`src/rtl/bp_pkg.sv`:
```
// Shared encodings and PC field geometry for the branch predictor.
package bp_pkg;

    localparam int PC_W   = 32;
    localparam int PC_LSB = 2;

    typedef enum logic [1:0] {
        SNT = 2'b00,
        WNT = 2'b01,
        WT  = 2'b10,
        ST  = 2'b11
    } cnt_e;

    localparam cnt_e CNT_INIT_BR  = WT;
    localparam cnt_e CNT_INIT_JMP = ST;
    localparam cnt_e CNT_RESET    = WNT;

    // Width of the tag that remains once index and byte-offset bits are removed.
    function automatic int tag_width(input int idx_w);
        return PC_W - PC_LSB - idx_w;
    endfunction

endpackage

```
`src/rtl/sat_counter2.sv`:
```
// Next-state function of a 2-bit saturating direction counter.
module sat_counter2
    import bp_pkg::*;
(
    input  logic [1:0] cur,
    input  logic       taken,
    input  logic       force_st,
    output logic [1:0] nxt
);

    always_comb begin
        nxt = cur;
        if (force_st) begin
            nxt = ST;
        end else if (taken) begin
            if (cur != ST) nxt = cur + 2'd1;
        end else begin
            if (cur != SNT) nxt = cur - 2'd1;
        end
    end

endmodule

```
`src/rtl/branch_predictor.sv`:
```
// Direct-mapped BTB with 2-bit counters; combinational lookup, one training update per cycle.
module branch_predictor
    import bp_pkg::*;
#(
    parameter int IDX_W = 4,
    parameter int TAG_W = 30 - IDX_W,
    parameter int CNT_W = 16
) (
    input  logic             clk,
    input  logic             rst,
    input  logic [31:0]      fetch_pc,
    output logic             pr,
    output logic [31:0]      pr_addr,
    input  logic             upd_valid,
    input  logic [31:0]      upd_pc,
    input  logic             upd_is_jump,
    input  logic             upd_taken,
    input  logic [31:0]      upd_target,
    input  logic             upd_pred,
    output logic [CNT_W-1:0] mispred_cnt
);

    localparam int ENTRIES = 1 << IDX_W;

    logic             valid_vec  [ENTRIES];
    logic [TAG_W-1:0] tag_vec    [ENTRIES];
    logic [31:0]      target_vec [ENTRIES];
    logic [1:0]       cnt_vec    [ENTRIES];

    logic [IDX_W-1:0] fetch_idx;
    logic [TAG_W-1:0] fetch_tag;
    logic             fetch_hit;

    logic [IDX_W-1:0] upd_idx;
    logic [TAG_W-1:0] upd_tag;
    logic             upd_hit;
    logic             wr_en;
    logic             tgt_wr;
    logic [1:0]       cnt_sat;
    logic [1:0]       cnt_new;

    logic [CNT_W-1:0] mispred_cnt_reg;
    logic             unused_pc_bits;

    // Byte-offset bits never participate in index or tag.
    assign unused_pc_bits = ^{fetch_pc[1:0], upd_pc[1:0]};

    assign fetch_idx = fetch_pc[IDX_W+PC_LSB-1:PC_LSB];
    assign fetch_tag = fetch_pc[31:IDX_W+PC_LSB];
    assign fetch_hit = valid_vec[fetch_idx] && (tag_vec[fetch_idx] == fetch_tag);
    assign pr        = fetch_hit && cnt_vec[fetch_idx][1];
    assign pr_addr   = pr ? target_vec[fetch_idx] : 32'd0;

    assign upd_idx = upd_pc[IDX_W+PC_LSB-1:PC_LSB];
    assign upd_tag = upd_pc[31:IDX_W+PC_LSB];
    assign upd_hit = valid_vec[upd_idx] && (tag_vec[upd_idx] == upd_tag);

    // A miss that was not taken leaves the table untouched; everything else writes.
    assign wr_en  = upd_valid && (upd_hit || upd_taken);
    assign tgt_wr = upd_is_jump || upd_taken;

    sat_counter2 u_sat (
        .cur      (cnt_vec[upd_idx]),
        .taken    (upd_taken),
        .force_st (upd_is_jump),
        .nxt      (cnt_sat)
    );

    always_comb begin
        cnt_new = cnt_sat;
        if (!upd_hit) cnt_new = upd_is_jump ? CNT_INIT_JMP : CNT_INIT_BR;
    end

    for (genvar gi = 0; gi < ENTRIES; gi++) begin : g_entry
        logic             valid_reg;
        logic [TAG_W-1:0] tag_reg;
        logic [31:0]      target_reg;
        logic [1:0]       cnt_reg;

        always_ff @(posedge clk or negedge rst) begin
            if (!rst) begin
                valid_reg  <= 1'b0;
                tag_reg    <= '0;
                target_reg <= '0;
                cnt_reg    <= CNT_RESET;
            end else if (wr_en && (upd_idx == IDX_W'(gi))) begin
                valid_reg <= 1'b1;
                tag_reg   <= upd_tag;
                cnt_reg   <= cnt_new;
                if (tgt_wr) target_reg <= upd_target;
            end
        end

        assign valid_vec[gi]  = valid_reg;
        assign tag_vec[gi]    = tag_reg;
        assign target_vec[gi] = target_reg;
        assign cnt_vec[gi]    = cnt_reg;
    end

    // Direction mispredicts only; wrong-target cases are accounted for in EX.
    always_ff @(posedge clk or negedge rst) begin
        if (!rst) begin
            mispred_cnt_reg <= '0;
        end else if (upd_valid && (upd_pred != upd_taken) && (mispred_cnt_reg != '1)) begin
            mispred_cnt_reg <= mispred_cnt_reg + 1'b1;
        end
    end

    assign mispred_cnt = mispred_cnt_reg;

endmodule

```
`config.mk`:
```
export PLATFORM = sky130hd
export DESIGN_NAME = branch_predictor
export DESIGN_NICKNAME = d
export VERILOG_FILES = /design/src/rtl/bp_pkg.sv /design/src/rtl/sat_counter2.sv /design/src/rtl/branch_predictor.sv
export SDC_FILE = /design/constraint.sdc
export NUM_CORES = 1
export LEC_CHECK = 0
export CAP_MARGIN = 20
export CORE_ASPECT_RATIO = 0.6
export CORE_UTILIZATION = 25
export CTS_BUF_LIST = sky130_fd_sc_hd__clkbuf_4
export DETAILED_ROUTE_END_ITERATION = 10
export HOLD_SLACK_MARGIN = 0.06
export PLACE_DENSITY = 0.43
export REMOVE_ABC_BUFFERS = 1
export SLEW_MARGIN = 20
export SYNTH_ARGS = -nofsm -noshare
export SYNTH_HDL_FRONTEND = slang
export SYNTH_SLANG_ARGS = --single-unit
```
`constraint.sdc`:
```
create_clock -name clk -period 6.5 [get_ports clk]
set_clock_uncertainty 0.05 [all_clocks]
set_input_delay 1.3 -clock clk [delete_from_list [all_inputs] [get_ports clk]]
set_output_delay 1.3 -clock clk [all_outputs]
set_load 0.01 [all_outputs]
```
**Word-level counts from Yosys, hierarchy flattened**

Cells that the tools add are included.

- $add $sub $neg: 3
- Order comparisons: 2
- Eq/ne operators: 20
- Muxes and demuxes: 28
- Bitwise logic cells: 2
- Reduce and logical (&&, ||, !) cells: 42

Operators with widths:

| kind | number |
|---|---|
| 26-bit binary-select mux with 4-bit select | 2 |
| 32-bit binary-select mux with 4-bit select | 1 |
| 26-bit two-way mux | 4 |
| 32-bit two-way mux | 3 |
| 26-bit equality test | 2 |
| 4-bit equality test (second input constant) | 8 |
| 2-bit AND reduction | 16 |
| 1-bit logical AND | 22 |
| 2-bit two-way mux | 9 |
| 16-bit by 1-bit adder with 16-bit output (second input constant) | 1 |
| 2-bit binary-select mux with 4-bit select | 2 |
| 4-bit by 3-bit equality test with 1-bit output (second input constant) | 4 |
| 16-bit != test (second input constant) | 1 |
| 5-bit >= comparator (second input constant) | 2 |
| 4-bit NOT with 5-bit output | 2 |
| 1-bit binary-select mux with 4-bit select | 2 |
| 4-bit by 2-bit equality test with 1-bit output (second input constant) | 2 |
| 1-bit two-way mux | 5 |
| 4-bit by 1-bit equality test with 1-bit output (second input constant) | 1 |
| 4-bit zero test | 1 |
| 2-bit by 1-bit adder with 2-bit output (second input constant) | 1 |
| 1-bit logical OR | 2 |
| 2-bit != test (second input constant) | 1 |
| 2-bit nonzero test | 1 |
| 2 further kinds | 2 |

- Flip-flop bits (word level): 992
- Input bits: 102
- Output and inout bits: 49
- Word-level logic and storage cells: 162

**Depth between registers and ports, before layout**

Gate-level depths: netlist of the first run.

- Depth in word-level cells: 10
- Mapped depth: 16

**Cells and area by module**

A second synthesis of the first run with hierarchy kept.

- Cell total of the unflattened synthesis: 3125
- Area, all modules: 49995.4 sq um

Modules (own cells, without submodules):

| module | instances | cells an instance | area an instance (sq um) | seq. area each (sq um) |
|---|---|---|---|---|
| branch_predictor | 1 | 3118 | 49959.2 | 24843.8 |
| sat_counter2 | 1 | 7 | 36.3 | 0.0 |

**Worst setup path after synthesis of the first run**

OpenSTA, ideal clock, no wires.

- Path type: input to output
- From: in fetch_pc[2]
- To: out pr_addr[10]
- Arrival time: 4602 ps
- Data required time: 5150 ps
- Slack: 548 ps
- Stages: 10
- Buffers on the path: 4
- Cell sequence: clkbuf_1 > buf_1 > buf_1 > mux4_2 > mux4_2 > xor2_1 > nor4_1 > nand4_1 > clkbuf_1 > nor2b_1

- Cells in the longest elaborated chain, start to end: 8

Ends and longest elaborated chain:

| item | RTL line | text |
|---|---|---|
| start, declared | branch_predictor.sv:11 | `input logic [31:0] fetch_pc,` |
| 4-bit NOT with 5-bit output (implied by the code) * | branch_predictor.sv:50, branch_predictor.sv:51, branch_predictor.sv:52 |  |
| 26-bit binary-select mux with 4-bit select | branch_predictor.sv:50 | `assign fetch_hit = valid_vec[fetch_idx] && (tag_vec[fetch_idx] == fetch_tag);` |
| 26-bit two-way mux (implied by the code) (2 in series) | branch_predictor.sv:50 |  |
| 26-bit equality test | branch_predictor.sv:50 |  |
| 1-bit logical AND | branch_predictor.sv:50 |  |
| 1-bit logical AND | branch_predictor.sv:51 | `assign pr = fetch_hit && cnt_vec[fetch_idx][1];` |
| 32-bit two-way mux * | branch_predictor.sv:52 | `assign pr_addr = pr ? target_vec[fetch_idx] : 32'd0;` |
| end, declared | branch_predictor.sv:13 | `output logic [31:0] pr_addr,` |

Every way passes the cells marked *; elsewhere a longest branch is shown, timed or not. The select of a mux whose other input is x is not followed.

**Final worst setup path of the first run**

Same ends and word-level chain as after synthesis.

==> results of run 1 <==
[area by class of cell]
| class | instances | area share [%] |
|---|---|---|
| sequential | 992 | 42.4 |
| clock inverter | 55 | 0.614 |
| timing repair buffer | 332 | 6.26 |
| tap | 2624 | 5.60 |
| clock buffer | 414 | 5.30 |
| inverter | 36 | 0.230 |
| antenna | 4 | 0.0171 |
| multi-input combinational | 1871 | 39.6 |
[worst min path at each step]
stage                                    startpoint                         end  depth (start not counted)
final                                           rst   g_entry[10].target_reg[7]                          1
after global routing                            rst   g_entry[10].target_reg[7]                          1
after CTS                                       rst  g_entry[14].target_reg[12]                          1
after detailed placement   g_entry[1].target_reg[2]    g_entry[1].target_reg[2]                          1
after global placement    g_entry[1].target_reg[16]   g_entry[1].target_reg[16]                          1
after floorplan            g_entry[1].target_reg[0]    g_entry[1].target_reg[0]                          1
[power breakdown]
part	switching [mW]	internal (mW)	total (mW)
sequential	0.748	7.37	8.12
combinational	1.42	2.05	3.47
clock	2.82	3.10	5.92
total	4.99	12.5	17.5
[Yosys cell counts (4+ instances only)]
| cell type | count | area share (%) |
|---|---|---|
| buf_1 | 31 | 0.23 |
| nand4_1 | 13 | 0.16 |
| buf_6 | 9 | 0.20 |
| a221oi_1 | 6 | 0.11 |
| mux2i_1 | 115 | 2.3 |
| nor2_1 | 19 | 0.14 |
| a211oi_1 | 9 | 0.14 |
| nor3_2 | 8 | 0.16 |
| o211ai_1 | 8 | 0.12 |
| nor3_1 | 27 | 0.27 |
| a22oi_1 | 28 | 0.42 |
| or2_2 | 17 | 0.21 |
| nor4_1 | 4 | 0.050 |
| dfrtp_1 | 976 | 49 |
| a22o_1 | 4 | 0.071 |
| clkbuf_1 | 135 | 1.0 |
| a21oi_1 | 20 | 0.20 |
| dfstp_2 | 16 | 0.85 |
| mux4_2 | 360 | 16 |
| mux2_1 | 67 | 1.5 |
| o22ai_1 | 10 | 0.13 |
| and3_1 | 10 | 0.13 |
| nor3_4 | 10 | 0.33 |
| mux2_2 | 898 | 20 |
| xnor2_1 | 48 | 0.85 |
| buf_4 | 38 | 0.58 |
| and2_1 | 4 | 0.050 |
| nand2b_1 | 5 | 0.063 |
| inv_1 | 35 | 0.27 |
| nand2_1 | 35 | 0.27 |
| o21ai_0 | 11 | 0.11 |
| xor2_1 | 18 | 0.32 |
| nand3_1 | 22 | 0.22 |
| buf_2 | 87 | 0.88 |
| nor2b_1 | 46 | 0.58 |
[metal layers]
metal | routed length [µm] | track usage [%] | vias up
met2 | 65000 | 21.6 | 749
met4 | 2760 | 3.80 | 8
met5 | 39 | 0 | -
li1 | - | - | 12900
met3 | 10500 | 4.52 | 223
met1 | 84400 | 25.7 | 16500
[cell families after synthesis]
kind of cell / after synthesis / share of synthesized area (%)
buffers and inverters: 336 / 3.19
AOI/OAI and AO/OA: 135 / 2.06
adders and majority gates: 3 / 0.0657
and+or+nand+nor: 227 / 2.76
xor gates and xnor gates: 66 / 1.17
DFF: 992 / 50.1
muxes: 1440 / 40.6
[what timing repair did]
action / CTS / global route
hold buffers: 0 / 0
endpoints found under the hold margin: 0 / 0
gates resized for setup: 0 / 2
endpoints found under the setup margin: 0 / 6
==> reports/results.txt, run 1 <==
Status = complete, no violations
Post-synth EDFFs = 0
Hold Path Class = input port to asynchronous set/reset pin
Fin nets = 3616
Most common cell after layout, fill and taps aside = dfrtp_1
R2r worst-path depth = 11
Slew Limit Fails = 0
Synth cell types = 70
All-Layer GR Usage = 16.4%
Crit path depth = 14
WP data arrival = 5010 ps
Final instance area = 58700 µm²
Slowest stage delay, CP = 540 ps
DRT antenna net count = 0
Worst VDD drop = 0.131 mV
Post-Place Cells = 5855
CTS tree = done
Total CTS buffers = 280
Number of flip-flops in the largest register = 512
Fraction of registers with async set/reset = 100%
Post-Syn Area per Cell = 15.5 µm²
Pwr Density = 298 nW/µm²
Dpl hpwl = 101 mm
Clock Path Buffers = 4
Top FF cell, synth = dfrtp_1
CP top delay family = buffers and inverters
Worst R2R Start = g_entry[7].tag_reg[3]
Pre-antenna DRT Iters = 5
Setup violators final = 0
# clock sinks = 992
Clock Latency Late Sink = 1110 ps
Sequential area share after synthesis = 50.1%
DR vias = 30.4k
Via density = 4.80
Post-Syn Area = 49500 µm²
Layout fillers = 19.7k
# Max-Cap Violations = 0
Slew Limit Headroom = 29.2%
Register area = 24800 µm²
Mapped Cells = 3199
H-tree depth = 5
Fin crit period = 6360 ps
Starting density of the core = 25.2%
DRT iter0 DRCs = 2000
DRC violations left = 0
Layout Utilization = 29.8%
Vias in the first global route = 31.9k
Multi-input logic area = 23300 µm²
Gr ovfl total = 0
Die Area = 200000 µm²
Crit path capture = pr_addr[10]
Die X = 577 µm
Total power = 17.5 mW
Worst r2r dst = g_entry[14].tag_reg[25]
Clk pin slew, worst setup/hold paths = 70 ps
Worst path required time = 5150 ps
Largest net degree at the start of global routing = 152
Setup ws final = 143 ps
Pleak = 24.8 nW
Register-to-register setup slack = 2080 ps
Global-route wire length before repair = 239 mm
CP startpoint = fetch_pc[2]
Tcrit/Tclk final = 97.8%
Area delta synth->final = 18.4%
# port buffers = 146
Critical-path cell list = buf_12, buf_12, mux4_2, mux4_2, xnor2_1, buf_4, nand4_1, nor3_1, buf_4, nand4_1, buf_12, nor2b_2, buf_4, clkdlybuf4s50_1
WP buf/inv = 7
RD Place Congestion = 0.806
Setup repair bufs after CTS = 0
Cell row count = 126
Seq cells post-synth = 992
Initial antenna violation count = 13
Critical path launch point type = input port
Area of the core = 197000 µm²
Most frequent cells in the layout = 976 x dfrtp_1, 898 x mux2_2, 414 x clkbuf_4, 360 x mux4_2, 138 x clkdlybuf4s50_1
Setup Crit Path Kind = input port to output pin
Io pins = 151
Layout cells sized above 1 = 53.2%
DP Area = 55200 µm²
Synth Warn # = 0
Final Non-Filler Cells = 6328
Hold Slack = 238 ps
Die Y = 347 µm
Fmax = 157 MHz
Final wirelength = 163 mm
WL/cell = 25.7 µm
RSZ-0062 raised after global routing = no
Worst Path Max Fanout = 33
Root buffer cell = clkbuf_4
Worst-Margin Slew = 1050 ps
Setup TNS Final = 0 ps
Placement Setup Slack = 54.2 ps
Final Hold Vio Count = 0
Crit path capture type = output pin
Slowest CP cell = mux4_2
(Power assumes the default switching activity.)
==> run 2: changes to the inputs <==
CORE_ASPECT_RATIO = 1.75   (was 0.6)
CTS_CLUSTER_DIAMETER = 80   (was not set)
==> run 2 against run 1 <==
- die area about the same
- routed wire length increased by 2.4%
- critical path depth increased by 1
- global-route usage increased by 0.26 points
- first-iteration DRC count decreased by 24%
- largest cell class unchanged
- sequential share of layout area about the same
- critical endpoint is now pr_addr[22]
- worst setup slack got worse by 35 ps
- count of clock-buffer cells in the layout decreased by 31
- largest power group unchanged
- utilization increased by 0.053 points
- flip-flop and latch count unchanged
==> reports/results.txt, run 2 (synthesized netlist as in run 1, its figures left out) <==
Status = complete, no violations
Clock power frac = 32.9% (-0.9 points)
Largest net degree at the start of global routing = 124 (-18%)
Die X = 339 µm (-41%)
# Max-Cap Violations = 0 (unchanged)
Pre-antenna DRT Iters = 5 (unchanged)
Area of the core = 196000 µm² (-0.19%)
Final Non-Filler Cells = 6291 (-0.58%)
Clock Path Buffers = 4 (unchanged)
Fin nets = 3618 (+0.055%)
H-tree depth = 5 (unchanged)
Hold Path Class = input port to asynchronous set/reset pin
Via density = 4.81 (+0.12%)
Worst Path Max Fanout = 17 (-48%)
Gr ovfl total = 0 (unchanged)
Clock Latency Late Sink = 1110 ps (about the same)
Final instance area = 58700 µm² (about the same)
Global-route wire length before repair = 243 mm (+1.5%)
DRT iter0 DRCs = 1514 (-24%)
Layout Utilization = 29.9% (+0.053 points)
Cell row count = 215 (+71%)
Slew Limit Headroom = 33.4% (+4.2 points)
Psw = 4.88 mW (-2.1%)
Net Sw Frac = 28.3% (-0.17 points)
# clock sinks = 992 (unchanged)
Fin crit period = 6390 ps (+35.3 ps)
DR vias = 30.3k (-0.46%)
Io pins = 151 (unchanged)
Die Area = 200000 µm² (about the same)
Die Y = 591 µm (+70%)
Register area = 24800 µm² (unchanged)
Starting density of the core = 25.2% (+0.048 points)
Vias in the first global route = 33.5k (+5.2%)
Initial antenna violation count = 17 (+4)
Setup ws final = 107 ps (-35.3 ps)
Worst path required time = 5150 ps (about the same)
Area delta synth->final = 18.4% (about the same)
Most common cell after layout, fill and taps aside = dfrtp_1
Multi-input logic area = 23300 µm² (about the same)
CTS tree = done
# port buffers = 146 (unchanged)
Placement Setup Slack = 54.4 ps (+0.288 ps)
Setup Crit Path Kind = input port to output pin
Number of flip-flops in the largest register = 512 (unchanged)
DRC violations left = 0 (unchanged)
Most frequent cells in the layout = 976 x dfrtp_1, 898 x mux2_2, 383 x clkbuf_4, 360 x mux4_2, 138 x clkdlybuf4s50_1
RD Place Congestion = 0.791 (-1.8%)
Pwr Density = 294 nW/µm² (-1.5%)
Tcrit/Tclk final = 98.3% (+0.54 points)
Clk pin slew, worst setup/hold paths = 60 ps (about the same)
Combinational share of power = 20.0% (+0.2 points)
Critical path launch point type = input port
Fmax = 156 MHz (-0.55%)
Final wirelength = 167 mm (+2.4%)
Hold Slack = 262 ps (+23.6 ps)
Total CTS buffers = 276 (-1.4%)
Dpl hpwl = 106 mm (+4.2%)
Setup violators final = 0 (unchanged)
Pint = 12.4 mW (-1.3%)
DP Area = 55200 µm² (about the same)
Root buffer cell = clkbuf_4
Layout cells sized above 1 = 52.9% (-0.36 points)
Post-Place Cells = 5832 (-0.39%)
WP data arrival = 5040 ps (+30 ps)
R2r worst-path depth = 11 (unchanged)
Sequential cell fraction of total power = 47.2% (+0.8 points)
Worst-Margin Slew = 1000 ps (-53.2 ps)
WL/cell = 26.5 µm (+3.0%)
All-Layer GR Usage = 16.6% (+0.26 points)
DRT antenna net count = 0 (unchanged)
Crit path capture type = output pin
Pleak = 24.8 nW (-0.20%)
Layout fillers = 20.0k (+1.1%)
Slew Limit Fails = 0 (unchanged)
Worst VDD drop = 0.113 mV (-14%)
Final Hold Vio Count = 0 (unchanged)
## run 2: cell types whose count changed in the layout (fill, tap and decap cells not counted), sizes merged
cell	before	now
diode	4	7
clkinv	41	49
buf	193	196
clkinvlp	1	0
bufinv	5	6
clkbuf	415	387
inv	44	41
## run 2: timing repair
item                       4_1_cts  5_1_grt
hold buffers                     0        0
setup endpoints to repair        0        9
buffers inserted                 0        6
hold endpoints to repair         0        0
resized for setup                0        9
## run 2: critical path, stage by stage
cell and delay [ps]:
buf_12 170, buf_16 190, buf_12 140, buf_4 140, mux4_2 480, mux4_2 490, xnor2_1 140, buf_4 210
nand4_1 180, nor2_1 180, nand4_1 160, buf_4 180, clkbuf_16 200, nor2b_2 200, clkdlybuf4s50_1 570
## run 2: worst paths after layout
path | startpoint | to | slack, ps
worst min-delay path | rst | g_entry[7].tag_reg[10] | 260
worst min register to register | g_entry[1].target_reg[28] | g_entry[1].target_reg[28] | 430
worst max-delay path | fetch_pc[2] | pr_addr[22] | 110
min in group clk | g_entry[1].target_reg[28] | g_entry[1].target_reg[28] | 430
worst max register to register | g_entry[4].tag_reg[3] | g_entry[5].tag_reg[25] | 2310
max in group asynchronous | rst | g_entry[4].target_reg[13] | 4750
## run 2: power groups by stage
stage / sequential, mW / combinational [mW] / clock, mW
floorplan: 7.95 / 2.30 / 0
global placement: 8.23 / 3.44 / 0
detailed placement: 8.26 / 3.49 / 0
CTS: 8.15 / 3.50 / 5.96
global route: 8.31 / 3.70 / 6.24
finish: 8.13 / 3.44 / 5.66
## run 2: layer usage
layer	track usage, %	up-vias	wire length [µm]
met5	0	-	107
met1	18.5	16400	63000
li1	-	12900	-
met2	31.1	694	91000
met3	2.89	323	6580
met4	6.50	18	5980
## run 2: stage by stage
step	setup TNS, ps	total power [mW]
after floorplan	0	10.2
after global placement	0	11.7
after detailed placement	0	11.8
after CTS	0	17.6
after global routing	-37.7	18.3
final	0	17.2
## run 2: cell type report
cell class	instances	area share (%)
Sequential cell	992	42.4
Multi-Input combinational cell	1871	39.7
Timing Repair Buffer	338	6.59
Tap cell	2604	5.55
Clock buffer	383	4.90
Clock inverter	60	0.670
Inverter	36	0.230
Antenna cell	7	0.0299
